**src/rtl/pipe_stage_skid.sv**
```systemverilog
// Pipeline stage register with valid/ready handshake, 2-entry skid buffer,
// flush and NOP masking. Optional perf counters under `PIPE_STAGE_PERF_EN.
module pipe_stage_skid #(
  parameter int unsigned INSTR_W = 32,
  parameter int unsigned PC8_W   = 32,
  parameter int unsigned PC_W    = 30,
  parameter logic [INSTR_W-1:0] NOP_INSTR = INSTR_W'(32'h00000000)
) (
  input  logic               clock,
  input  logic               reset,
  input  logic               flush,
  input  logic               in_valid,
  output logic               in_ready,
  input  logic [INSTR_W-1:0] in_instr,
  input  logic [PC8_W-1:0]   in_pc8,
  input  logic [PC_W-1:0]    in_pc,
  output logic               out_valid,
  input  logic               out_ready,
  output logic [INSTR_W-1:0] out_instr,
  output logic [PC8_W-1:0]   out_pc8,
  output logic [PC_W-1:0]    out_pc
`ifdef PIPE_STAGE_PERF_EN
  ,
  output logic [15:0]        stall_cnt,
  output logic [15:0]        flush_cnt
`endif
);

  localparam int unsigned ENTRY_W = INSTR_W + PC8_W + PC_W;

  typedef enum logic [1:0] {
    EMPTY = 2'd0,
    ONE   = 2'd1,
    TWO   = 2'd2
  } state_t;

  state_t             state;
  state_t             state_next;
  logic [ENTRY_W-1:0] main_q;
  logic [ENTRY_W-1:0] skid_q;
  logic [ENTRY_W-1:0] in_entry;
  logic               accept;
  logic               pop;
  logic               load_main;
  logic               load_skid;
  logic               move_skid;

  assign in_entry = {in_instr, in_pc8, in_pc};
  assign accept   = in_valid & in_ready;
  assign pop      = out_valid & out_ready;

  // State register; reset dominates flush.
  always_ff @(posedge clock) begin
    if (reset) state <= EMPTY;
    else       state <= state_next;
  end

  // Next state and storage steering; flush overrides accept and pop.
  always_comb begin
    state_next = state;
    load_main  = 1'b0;
    load_skid  = 1'b0;
    move_skid  = 1'b0;
    if (flush) begin
      state_next = EMPTY;
    end else begin
      unique case (state)
        EMPTY: if (accept) begin
          state_next = ONE;
          load_main  = 1'b1;
        end
        ONE: begin
          if (accept && pop) begin
            load_main = 1'b1;
          end else if (accept) begin
            state_next = TWO;
            load_skid  = 1'b1;
          end else if (pop) begin
            state_next = EMPTY;
          end
        end
        TWO: if (pop) begin
          state_next = ONE;
          move_skid  = 1'b1;
        end
        default: state_next = EMPTY;
      endcase
    end
  end

  // Outputs: handshake from registered state, payload masked when invalid.
  always_comb begin
    in_ready  = (state != TWO);
    out_valid = (state != EMPTY);
    out_instr = NOP_INSTR;
    out_pc8   = '0;
    out_pc    = '0;
    if (out_valid) begin
      out_instr = main_q[ENTRY_W-1 -: INSTR_W];
      out_pc8   = main_q[PC_W +: PC8_W];
      out_pc    = main_q[PC_W-1:0];
    end
  end

  always_ff @(posedge clock) begin
    if (reset) begin
      main_q <= '0;
      skid_q <= '0;
    end else begin
      if (load_main)      main_q <= in_entry;
      else if (move_skid) main_q <= skid_q;
      if (load_skid)      skid_q <= in_entry;
      else if (move_skid) skid_q <= '0;
    end
  end

`ifdef PIPE_STAGE_PERF_EN
  logic stall_hit;
  logic flush_hit;

  assign stall_hit = out_valid & ~out_ready;
  assign flush_hit = flush & ((state != EMPTY) | in_valid);

  // Saturating counters, cleared only by reset.
  always_ff @(posedge clock) begin
    if (reset) begin
      stall_cnt <= 16'd0;
      flush_cnt <= 16'd0;
    end else begin
      if (stall_hit && stall_cnt != 16'hFFFF) stall_cnt <= stall_cnt + 16'd1;
      if (flush_hit && flush_cnt != 16'hFFFF) flush_cnt <= flush_cnt + 16'd1;
    end
  end
`endif

endmodule

```
**config.mk**
```make
export PLATFORM = sky130hd
export DESIGN_NAME = pipe_stage_skid
export DESIGN_NICKNAME = d
export VERILOG_FILES = /design/src/rtl/pipe_stage_skid.sv
export SDC_FILE = /design/constraint.sdc
export NUM_CORES = 1
export LEC_CHECK = 0
export CAP_MARGIN = 25
export CORE_MARGIN = 5
export CORE_UTILIZATION = 56
export CTS_CLUSTER_DIAMETER = 100
export CTS_CLUSTER_SIZE = 10
export DETAILED_ROUTE_END_ITERATION = 10
export HOLD_SLACK_MARGIN = 0.08
export PLACE_DENSITY = 0.87
export SYNTH_ARGS = -nofsm -noshare
export SYNTH_HDL_FRONTEND = slang
export SYNTH_SLANG_ARGS = --single-unit
```
**constraint.sdc**
```tcl
create_clock -name clock -period 4.85 [get_ports clock]
set_input_delay 0.97 -clock clock [delete_from_list [all_inputs] [get_ports clock]]
set_output_delay 0.97 -clock clock [all_outputs]
set_load 0.05 [all_outputs]
```
==> results.toml <==
[yosys]
netlist_instances = 1096
synth_edf_count = 0
yosys_warnings = 0
ys_types = 27
synth_top_cells_by_count = "190 x dfxtp_1, 190 x nand2_1, 95 x a21oi_1"
synth_flop_cell = "dfxtp_1"
ys_ff_latch = 190
synth_seq_area_share_pct = 41.0
yosysTopAreaCell = "dfxtp_1"
syn_avg_cell_area_um2 = 8.47
netlist_top_cells_area = "dfxtp_1 41%, o211ai_2 11%, a311oi_1 8.9%, nand2_1 7.7%, and2_1 6.3%"
syn_nets = 1195
synth_top_area_share_pct = 41.0
synth_area_mm2 = 0.00928
synthArstFlopShare_pct = 0

[timing]
setup_tns_ns = 0
period_share_pct = 80.9
slew_headroom_pct = 33.7
rsz0062_at_grt = "no"
fin_ws_ns = 0.928
fin_skew_ns = 0.00911
finalHoldViolations = 0
worst_pin_slew_ns = 0.995
drv_slew = 0
setup_viol = 0
fmax_mhz = 255
period_minus_slack_ns = 3.92

[power_and_ir_drop]
leakagePower_nw = 3.65
peakVddDrop_mv = 0.239
powerDensity_mw_per_mm2 = 310

[detailed_routing]
vias = 8726
met2_wirelength_um = 12300
route.met3.wl_um = 1950
drt_iter0_markers = 948
drc = 0
avgRoutedWirePerCell_um = 18.0
ant_nets = 0
viasPerCell = 6.15
routed_wirelength_um = 25600
wl_met1_um = 10900
first_pass_iters = 5
routed.top_layer = "met4"

[hold_path]
min_path_type = "flip-flop to flip-flop"

[cells_and_area]
fillers = 1246
nNetsFinal = 1286
antenna_cells = 0
syn_to_final_growth_pct = 26.2
layout-drive-gt1-share_pct = 11.3

[critical_path]
cpLargestDelayFamily = "buffers and inverters"
critPathLaunchType = "flip-flop"
critical_path_class = "flip-flop to output port"
cp.arrival_ns = 2.95
critPathBufInv = 2
crit_path_end_kind = "output port"
crit_required_ns = 3.88
cp_cell_sequence = "or2_2 > buf_12 > and2_1 > clkdlybuf4s50_1"
path_max_fanout = 52
crit_path_top_delay_cell = "clkdlybuf4s50_1"
cpPeakStageDelay_ns = 0.81

[floorplan]
rows = 47
die_w_um = 139
core_area_mm2 = 0.0164
ioPinCount = 195
start_util_pct = 56.6
dieArea_mm2 = 0.0193
die_h_um = 139

[cts]
cts_buffers = 17
h-tree-depth = 4
worstSkewPairLatency_ns = 0.43
postCtsSetupBuffers = 0
numClockSinks = 190
cts_tree = "built"
hold_buffers = 0
clockBufferDepth = 2
clkSlewWorstSetupHoldPaths_ns = 0.06
cts_root_buffer = "clkbuf_16"
cts-resized-gates = 0

[run_status]
outcome = "completed"

[job]
max-cap-violations = 0

[global_routing]
grt_overflow_total = 0
grt_usage_pct = 25.5
grt_max_degree = 117
grt_first_pass_wirelength_um = 41900
grt_pass1_vias = 8309
antenna_found_initial = 0

[placement]
gp_congestion = 0.779
port_buffers = 194
dp_hpwl_um = 14800
place_ws_ns = 1.35
==> area by class of cell <==
type	instances	area, um^2	share of cell area (%)
clock inverter	14	215	1.84
sequential	190	3800	32.5
tap	220	275	2.35
clock buffer	17	425	3.63
multi-input combinational	770	4820	41.1
timing repair buffer	208	2180	18.6
==> layer usage <==
metal	GRT usage (%)	vias to the layer above
li1	-	4149
met1	34.0	4190
met2	41.1	350
met3	6.17	37
met4	7.98	0
met5	0	-
==> kinds of logic after synthesis <==
family                 count (synthesis)  share of synthesized area (%)
multiplexers                           1                          0.108
flip-flops                           190                           41.0
AND/OR/NAND/NOR                      484                           25.2
AO/OA/AOI/OAI                        285                           26.1
buffers and inverters                136                           7.67
==> worst min-delay path: cells and delay by family, from the launching register on <==
| family | cells | cell delay [ns] |
|---|---|---|
| compound gates | 2 | 0.10 |
| flops | 1 | 0.32 |
==> placed cells by master, fill, tap and decap left out, drive strengths merged, types with 2 or more instances in the layout <==
master         count
clkdlybuf4s50    193
dfxtp            190
nand2            190
a21oi             95
and2              94
nor3              94
a311oi            94
nand3             94
o211ai            94
clkbuf            17
buf               15
bufinv             5
clkinv             5
nor2               2
inv                2
clkinvlp           2
nand2b             2
or3b               2
==> state kept, by name, summed over array words and instances (netlist names) <==
| signal | cells |
|---|---|
| main_q | 94 |
| skid_q | 94 |
| state | 2 |
==> final timing paths <==
check                                             start                       to  slack [ns]  cells after the start
worst max-delay path              state[1]$_SDFFE_PP0P_              out_pc8[29]        0.93                      4
worst min-delay path            skid_q[30]$_SDFFE_PP0P_  skid_q[30]$_SDFFE_PP0P_        0.47                      2
worst max register to register    state[1]$_SDFFE_PP0P_  main_q[28]$_SDFFE_PP0P_        2.44                      4
worst min register to register  skid_q[30]$_SDFFE_PP0P_  skid_q[30]$_SDFFE_PP0P_        0.47                      2
==> metrics by stage <==
stage	util (%)	hold WS [ns]	power [mW]	instances	area (um^2)
after global placement	67.2	0.456	2.12	1386	11000
after CTS	71.2	0.474	3.64	1418	11700
after global routing	71.4	0.486	3.75	1419	11700
after detailed placement	67.3	0.463	2.13	1387	11000
after floorplan	-	0.450	1.95	1096	9280
final	71.4	0.470	3.63	1419	11700
==> where the power goes <==
group          switching, mW  internal (mW)
clock                  0.613          0.914
combinational          0.267          0.175
sequential            0.0365           1.62
total                  0.916           2.71
(Power assumes the default switching activity.)
